### src/rtl/beat_scheduler.sv
// Round-robin scheduler: splits each granted byte-length request into registered beats.
// First beat is valid the cycle after accept; beat outputs hold while beat_rdy_i is low.
module beat_scheduler #(
   parameter int N_REQ      = 4,
   parameter int BEAT_BYTES = 8,
   parameter int MAX_LEN    = 256,
   localparam int MAX_BEATS = (MAX_LEN + BEAT_BYTES - 1) / BEAT_BYTES,
   localparam int LEN_W     = $clog2(MAX_LEN + 1),
   localparam int ID_W      = ($clog2(N_REQ) > 1) ? $clog2(N_REQ) : 1,
   localparam int IDX_W     = ($clog2(MAX_BEATS) > 1) ? $clog2(MAX_BEATS) : 1,
   localparam int BB_W      = $clog2(BEAT_BYTES + 1)
) (
   input  logic                   clk,
   input  logic                   rst,
   input  logic [N_REQ-1:0]       req_vld_i,
   input  logic [N_REQ*LEN_W-1:0] req_len_i,
   output logic [N_REQ-1:0]       req_rdy_o,
   output logic                   beat_vld_o,
   input  logic                   beat_rdy_i,
   output logic [ID_W-1:0]        beat_id_o,
   output logic [IDX_W-1:0]       beat_idx_o,
   output logic [BB_W-1:0]        beat_bytes_o,
   output logic                   beat_last_o,
   output logic                   busy_o
);
   localparam int               TOT_W      = IDX_W + 1;
   localparam logic [LEN_W-1:0] MAX_LEN_L  = LEN_W'(MAX_LEN);
   localparam logic [BB_W-1:0]  FULL_BYTES = BB_W'(BEAT_BYTES);

   typedef enum logic {IDLE, ISSUE} state_t;

   state_t           state;
   logic [ID_W-1:0]  rr_ptr;
   logic [LEN_W-1:0] len_q;
   logic [TOT_W-1:0] total_q;

   logic             win_vld;
   logic [ID_W-1:0]  win_id;
   logic [ID_W-1:0]  cand;
   logic [ID_W-1:0]  nxt_ptr;
   logic [LEN_W-1:0] raw_len;
   logic [LEN_W-1:0] win_len;
   logic [TOT_W-1:0] win_total;
   logic [BB_W-1:0]  win_bytes;
   int               win_beats;

   always_comb begin
      win_vld = 1'b0;
      win_id  = '0;
      cand    = '0;
      // Scan from the far end so the requester nearest rr_ptr overwrites last.
      for (int k = N_REQ - 1; k >= 0; k--) begin
         cand = ID_W'((int'(rr_ptr) + k) % N_REQ);
         if (req_vld_i[cand]) begin
            win_vld = 1'b1;
            win_id  = cand;
         end
      end
      raw_len = '0;
      for (int i = 0; i < N_REQ; i++)
         if (win_id == ID_W'(i)) raw_len = req_len_i[i*LEN_W +: LEN_W];
      win_len   = (raw_len > MAX_LEN_L) ? MAX_LEN_L : raw_len;
      win_beats = (int'(win_len) + BEAT_BYTES - 1) / BEAT_BYTES;
      win_total = TOT_W'(win_beats);
      win_bytes = (win_beats == 1) ? BB_W'(win_len) : FULL_BYTES;
      nxt_ptr   = ID_W'((int'(win_id) + 1) % N_REQ);
   end

   // Grant is suppressed during reset so nobody sees an accept that is then dropped.
   always_comb begin
      req_rdy_o = '0;
      if (state == IDLE && !rst) req_rdy_o[win_id] = win_vld;
   end

   logic [TOT_W-1:0] nxt_idx;
   logic             nxt_last;
   logic [BB_W-1:0]  last_bytes;

   assign nxt_idx    = {1'b0, beat_idx_o} + TOT_W'(1);
   assign nxt_last   = (nxt_idx == total_q - TOT_W'(1));
   assign last_bytes = BB_W'(int'(len_q) - (int'(total_q) - 1) * BEAT_BYTES);
   assign busy_o     = (state == ISSUE);

   always_ff @(posedge clk) begin
      if (rst) begin
         state        <= IDLE;
         rr_ptr       <= '0;
         len_q        <= '0;
         total_q      <= '0;
         beat_vld_o   <= 1'b0;
         beat_id_o    <= '0;
         beat_idx_o   <= '0;
         beat_bytes_o <= '0;
         beat_last_o  <= 1'b0;
      end else begin
         case (state)
            IDLE: begin
               if (win_vld) begin
                  rr_ptr  <= nxt_ptr;
                  len_q   <= win_len;
                  total_q <= win_total;
                  if (win_len != '0) begin
                     state        <= ISSUE;
                     beat_vld_o   <= 1'b1;
                     beat_id_o    <= win_id;
                     beat_idx_o   <= '0;
                     beat_bytes_o <= win_bytes;
                     beat_last_o  <= (win_total == TOT_W'(1));
                  end
               end
            end
            ISSUE: begin
               if (beat_rdy_i) begin
                  if (beat_last_o) begin
                     state       <= IDLE;
                     beat_vld_o  <= 1'b0;
                     beat_last_o <= 1'b0;
                  end else begin
                     beat_idx_o   <= nxt_idx[IDX_W-1:0];
                     beat_last_o  <= nxt_last;
                     beat_bytes_o <= nxt_last ? last_bytes : FULL_BYTES;
                  end
               end
            end
            default: state <= IDLE;
         endcase
      end
   end

   always_ff @(posedge clk) begin
      if (!rst && state == IDLE && win_vld) assert (raw_len <= MAX_LEN_L);
   end

endmodule

### config.mk
export PLATFORM = sky130hd
export DESIGN_NAME = beat_scheduler
export DESIGN_NICKNAME = d
export VERILOG_FILES = /design/src/rtl/beat_scheduler.sv
export SDC_FILE = /design/constraint.sdc
export NUM_CORES = 1
export LEC_CHECK = 0
export ABC_AREA = 0
export BUFFER_PORTS_ARGS = -buffer_cell sky130_fd_sc_hd__buf_2
export CAP_MARGIN = 20
export CORE_MARGIN = 4
export CORE_UTILIZATION = 56
export CTS_CLUSTER_DIAMETER = 120
export DETAILED_ROUTE_END_ITERATION = 8
export PLACE_DENSITY = 0.95
export SLEW_MARGIN = 20
export SYNTH_ARGS = -nofsm -noshare
export SYNTH_HDL_FRONTEND = slang
export SYNTH_SLANG_ARGS = --single-unit
### constraint.sdc
create_clock -name clk -period 5.3 [get_ports clk]
set_input_delay 0.53 -clock clk [delete_from_list [all_inputs] [get_ports clk]]
set_output_delay 0.53 -clock clk [all_outputs]
set_load 0.05 [all_outputs]
==> metrics.txt, run 1 <==
vias per inst=5.93; Syn Std Cell Area=2030 µm²; input/output buffers=60; WP buf/inv=0; Crit Path Class=reg2reg; # diodes=0; CTS tree=yes; share of cells above drive strength 1=0.282; CP required=5.52 ns; setup ws final=1.66 ns; Root Buffer=clkbuf_4; postcts setup bufs=0; most common cell after layout, fill and taps aside=buf_2; RSZ-0062 raised after global routing=no; GP Congestion=0.794; Max Buffers Root-to-Sink=2; prevailing post-synth register cell=dfxtp_1; #FFs+latches synth=26; kind of cell adding the most delay to the critical path=compound AO/OA/AOI/OAI gates; Worst-path clk slew=0.14 ns; Syn-to-layout area delta=14.2%; max_cap viols=0; worst stage delay on the critical path=0.64 ns; Post-Synthesis Cells=247; pre-CTS setup slack=1.41 ns; min Tclk post-route=3.64 ns; CTS Hold Bufs=0; Avg Cell Area, Syn=8.22 µm²; All-Layer GR Usage=0.242; DRT antenna net count=0; post-CTS sizing=0; number of DRC markers in iteration 0=154; most frequent cells in the layout=buf_2 (60), nor2_1 (28), dfxtp_1 (26); Die Area=4650 µm²; Seq/Total Area, Yosys=0.256; Top Ports=61; crit share post-route=0.687; NumNets Final=348; LEAKAGE=0.959 nW; pin count of the biggest net entering global routing=30; Hold/Removal Path Class=reg2reg; number of synthesized flops with an enable pin=0; crit-path max FO=19; starting density of the core=0.594; Least-Margin Pin Slew=0.643 ns; Rel. slew slack=0.571; number of global-route vias before repair=2,062; ys async rst share=0; Setup crit end kind=flip-flop; CP cell instances=nor2_1 > a211o_1 > a21oi_1 > ha_1 > o21ai_0 > o21ai_1 > o21bai_2 > xnor2_2 > and4bb_4 > a221oi_1 > nor3_1; Vias=2,040; Fin. Hold Viols=0; CTS buffer count=3; core box area=3420 µm²; worst hold slack=0.487 ns; Net Count, Synth=296; CTS H-Tree Depth=1; status=complete, no violations; startpoint class of the critical path=flip-flop; DR pass1 iterations=4; FMAX=0.275 GHz; Final Setup Violations=0; Total Routed Length=5060 µm; first-pass GRT wire length=8850 µm; Cell Pwr Density=365 nW/µm²; total clock sinks=26; Die Y=68.2 µm; antenna violations before repair=0; worst skew pair latency=0.33 ns; CP arrival=3.86 ns; grt ovf=0; DP Wirelength=3990 µm; TNS Setup=0 ns; row cnt=21; Die W=68.2 µm; DRC=0; slowest CP cell=ha_1; DR WL/cell=14.7 µm; max-slew violation count=0; Clock Skew=0.00620 ns; Yosys warnings=0; Tot Pwr=0.847 mW; Worst VDD drop=0.180 mV; Netlist cell types=62
final timing paths:
kind                                start               to  slack (ns)  cells past startpoint
worst max-delay path            rr_ptr[0]  beat_bytes_o[0]        1.66                     11
worst min-delay path             len_q[2]         len_q[2]        0.49                      2
worst max register to register  rr_ptr[0]  beat_bytes_o[0]        1.66                     11
worst min register to register   len_q[2]         len_q[2]        0.49                      2
state kept, by name, indices dropped and copies added, names as in the netlist:
signal and flops:
total_q 6, beat_idx_o 5, beat_bytes_o 4, len_q 4
beat_id_o 2, rr_ptr 2, beat_last_o 1, beat_vld_o 1
busy_o 1
through the flow:
stage                     utilization  area, µm²  cells
after global placement          0.668       2280    340
after floorplan                     -       2030    247
final                           0.679       2320    344
after CTS                       0.679       2320    344
after detailed placement        0.668       2280    340
after global routing            0.679       2320    344
layout make-up:
class / instances / area [µm²]
Sequential cell: 26 / 520
Timing Repair Buffer: 60 / 300
Inverter: 8 / 30.0
Fill cell: 301 / 1100
Multi-Input combinational cell: 200 / 1370
Clock buffer: 4 / 36.3
Tap cell: 46 / 57.6
layer usage:
layer  global-route usage  vias up  wire length (µm)
li1                     -     1005                 -
met1                0.295      940              2220
met2                0.426       87              2400
met3               0.0312        8               364
met4               0.0968        0                78
met5                    0        -                 0
where the power goes:
part / switching, mW / leakage [nW] / internal, mW
Clock: 0.0591 / 0.0210 / 0.0421
Sequential: 0.0337 / 0.213 / 0.224
Combinational: 0.291 / 0.725 / 0.197
Total: 0.384 / 0.959 / 0.463
cells in the mapped netlist, types with 2 or more instances:
master	count	area, µm²
xor2_1	2	17.5
o22a_1	3	26.3
clkbuf_4	2	15.0
dfxtp_1	26	521
nor2b_1	4	25.0
o21a_1	5	37.5
a22oi_1	3	22.5
o22ai_1	5	31.3
o2111ai_1	2	17.5
mux2i_1	2	20.0
or3b_1	2	17.5
nand2_1	24	90.1
nand3b_1	5	37.5
inv_1	8	30.0
nor2_1	28	105
a21o_1	2	15.0
a221oi_1	3	26.3
o211ai_1	2	15.0
a221oi_2	2	30.0
nor3_1	10	50.1
clkbuf_1	4	15.0
o21ai_1	3	15.0
o22ai_2	2	25.0
and2_1	3	18.8
xnor2_1	11	96.3
ha_1	6	75.1
a211o_1	3	26.3
o21ai_0	3	15.0
or2_1	3	18.8
a21oi_2	2	17.5
nor4_1	2	12.5
buf_6	6	67.6
nand2b_1	2	12.5
a211oi_1	3	22.5
or3_1	2	12.5
or4_1	2	15.0
nand3_1	4	20.0
a21oi_1	22	110
tightest hold or removal path: cells and delay by family (launching register included):
family / cells / cell delay, ns
flops: 1 / 0.34
simple gates: 1 / 0.06
compound gates: 1 / 0.06
logic make-up (layout without fill, tap and decap cells):
family	count (synthesis)	after routing	synth area share
DFF	26	26	0.256
xor gates and xnor gates	14	14	0.0641
and+or+nand+nor	102	102	0.271
AOI/OAI and AO/OA	76	76	0.295
adders and majority gates	6	6	0.0370
buffers and inverters	21	72	0.0666
muxes	2	2	0.00986
(Power assumes the default switching activity.)
==> run 2: changes to the inputs <==
--- a/config.mk
+++ b/config.mk
@@ -9,10 +9,10 @@
 export BUFFER_PORTS_ARGS = -buffer_cell sky130_fd_sc_hd__buf_2
 export CAP_MARGIN = 20
 export CORE_MARGIN = 4
-export CORE_UTILIZATION = 56
+export CORE_UTILIZATION = 47
 export CTS_CLUSTER_DIAMETER = 120
 export DETAILED_ROUTE_END_ITERATION = 8
-export PLACE_DENSITY = 0.95
+export PLACE_DENSITY = 0.88
 export SLEW_MARGIN = 20
 export SYNTH_ARGS = -nofsm -noshare
 export SYNTH_HDL_FRONTEND = slang
==> constraint.sdc (replaced) <==
create_clock -name clk -period 3.1 [get_ports clk]
set_input_delay 0.31 -clock clk [delete_from_list [all_inputs] [get_ports clk]]
set_output_delay 0.31 -clock clk [all_outputs]
set_load 0.05 [all_outputs]
==> run 2 against run 1 <==
Clock power grew 95%. Maximum frequency up 21%. Global-route usage decreased by 3.3 points. Design area is 18% higher. Power increased by 110%. Final cell count is 11% higher. Clock skew is 0.00097 ns higher. Die area is 17% higher. Critical path type unchanged. Highest routed layer unchanged.
==> metrics.txt, run 2 (synthesis gave the netlist of run 1 again) <==
Top Registers=total_q (6), beat_idx_o (5) (unchanged); Fin. Hold Viols=0 (unchanged); sw power=0.771 mW (was 0.384 mW); number of global-route vias before repair=2,022 (was 2,062); Crit Path Class=reg2reg (unchanged); worst hold slack=0.358 ns (was 0.487 ns); Total Routed Length=6080 µm (was 5060 µm); NumNets Final=382 (was 348); number of DRC markers in iteration 0=107 (was 154); GP Congestion=0.882 (was 0.794); DP Wirelength=4110 µm (was 3990 µm); Cell Pwr Density=643 nW/µm² (was 365 nW/µm²); max_cap viols=0 (unchanged); DRT antenna net count=0 (unchanged); WP buf/inv=4 (was 0); CTS tree=yes (unchanged); DR pass1 iterations=4 (unchanged); antenna violations before repair=0 (unchanged); worst-case reg-to-reg path depth=17 (was 11); input/output buffers=60 (unchanged); Max Buffers Root-to-Sink=2 (unchanged); Clk pwr share=0.112 (was 0.119); placed insts=368 (was 340); Top cell by count, worst path=nand2_1; Worst-path clk slew=0.09 ns (was 0.14 ns); core box area=4090 µm² (was 3420 µm²); FMAX=0.333 GHz (was 0.275 GHz); grt ovf=0 (unchanged); Syn-to-layout area delta=34.8% (was 14.2%); Internal=0.989 mW (was 0.463 mW); Root Buffer=clkbuf_8 (was clkbuf_4); CP cell instances=nand2_1 > nand2_1 > a21oi_1 > o22a_2 > inv_1 > ha_1 > buf_4 > buf_4 > nand2_1 > o21ai_0 > a22oi_1 > o21a_1 > a31oi_4 > o21ai_4 > buf_12 > a221oi_4 > nor3_2 (was nor2_1 > a211o_1 > a21oi_1 > ha_1 > o21ai_0 > o21ai_1 > o21bai_2 > xnor2_2 > and4bb_4 > a221oi_1 > nor3_1); max reg flops=6 (unchanged); WL met1=2550 µm (was 2220 µm); Final Setup Violations=0 (unchanged); Comb pwr share=0.636 (was 0.576); CP arrival=3.15 ns (was 3.86 ns); total clock sinks=26 (unchanged); Min-Delay Path Depth=4 (was 2); CTS Hold Bufs=0 (unchanged); Die W=73.7 µm (was 68.2 µm); Hold/Removal Path Class=in2reg (was reg2reg); Rel. slew slack=0.602 (was 0.571); CP required=3.25 ns (was 5.52 ns); starting density of the core=0.497 (was 0.594); slowest CP cell=dfxtp_2 (was ha_1); min Tclk post-route=3.00 ns (was 3.64 ns); worst stage delay on the critical path=0.37 ns (was 0.64 ns); DR top layer=met4 (unchanged); Least-Margin Pin Slew=0.596 ns (was 0.643 ns); max-slew violation count=0 (unchanged); CTS H-Tree Depth=1 (unchanged); most common cell after layout, fill and taps aside=buf_2 (unchanged); setup ws final=0.0994 ns (was 1.66 ns); sequential share of power=0.252 (was 0.304); metal2 WL=3020 µm (was 2400 µm); CTS buffer count=3 (unchanged); # diodes=0 (unchanged); design area=2740 µm² (was 2320 µm²); largest register by flop count=total_q (unchanged); All-Layer GR Usage=0.209 (was 0.242); row cnt=23 (was 21); Setup crit end kind=flip-flop (unchanged); most frequent cells in the layout=buf_2 (60), buf_4 (32), nor2_1 (28) (was buf_2 (60), nor2_1 (28), dfxtp_1 (26)); pin count of the biggest net entering global routing=30 (unchanged); Vias=2,193 (was 2,040); Non-Filler Instances=381 (was 344); crit share post-route=0.968 (was 0.687); DRC=0 (unchanged); LEAKAGE=1.14 nW (was 0.959 nW); DR WL/cell=16.0 µm (was 14.7 µm); status=complete, no violations (unchanged); Clock Skew=0.00717 ns (was 0.00620 ns); startpoint class of the critical path=flip-flop (unchanged); kind of cell adding the most delay to the critical path=compound AO/OA/AOI/OAI gates (unchanged); first-pass GRT wire length=9110 µm (was 8850 µm); vias per inst=5.76 (was 5.93); Worst VDD drop=0.303 mV (was 0.180 mV); metal3 WL=355 µm (was 364 µm); crit-path max FO=10 (was 19); Top Ports=61 (unchanged); pre-CTS setup slack=-0.203 ns (was 1.41 ns); Critical Path Stages=17 (was 11); Net Sw Frac=0.438 (was 0.453); worst skew pair latency=0.28 ns (was 0.33 ns); Die Y=73.7 µm (was 68.2 µm); placed instance area=2470 µm² (was 2280 µm²); Die Area=5430 µm² (was 4650 µm²); share of cells above drive strength 1=0.411 (was 0.282)
run 2: tightest hold or removal path, stage by stage:
cell	delay, ns
buf_2	0.11
nand2_1	0.06
a21oi_1	0.06
nor2_1	0.06
run 2: final timing paths:
path,start,endpoint,slack [ns]
min reg2reg,len_q[0],len_q[0],0.47
max,rr_ptr[1],beat_bytes_o[1],0.1
max reg2reg,rr_ptr[1],beat_bytes_o[1],0.1
min,beat_rdy_i,busy_o,0.36
run 2: power groups by stage:
stage / clock network (mW) / registers, mW / logic, mW
floorplan: 0 / 0.483 / 0.658
CTS: 0.200 / 0.439 / 0.983
global placement: 0 / 0.443 / 0.916
detailed placement: 0 / 0.446 / 0.947
global route: 0.211 / 0.451 / 1.20
finish: 0.197 / 0.443 / 1.12
run 2: metrics by stage:
step            util  total power [mW]  setup TNS (ns)
6_report       0.669              1.76               0
5_1_grt        0.669              1.86         -0.0457
4_1_cts        0.623              1.62               0
3_5_place_dp   0.604              1.39           -1.70
3_3_place_gp   0.604              1.36          -0.300
2_1_floorplan      -              1.14               0
run 2: layout make-up:
class / instances / area (µm²)
clock buffer: 3 / 41.3
fill: 339 / 1350
inverter: 8 / 33.8
multi-input combinational: 200 / 1510
sequential: 26 / 523
tap: 50 / 62.6
timing repair buffer: 94 / 566
run 2: routing by layer:
metal | vias up | global-route usage
met3 | 17 | 0.0219
li1 | 1075 | -
met5 | - | 0
met1 | 1007 | 0.258
met2 | 94 | 0.369
met4 | 0 | 0.0765
run 2: repair_timing:
item                                    CTS  global route
setup buffers                             1             9
endpoints found under the setup margin    9            16
pin swaps                                 0            14
gates resized for setup                   7            21
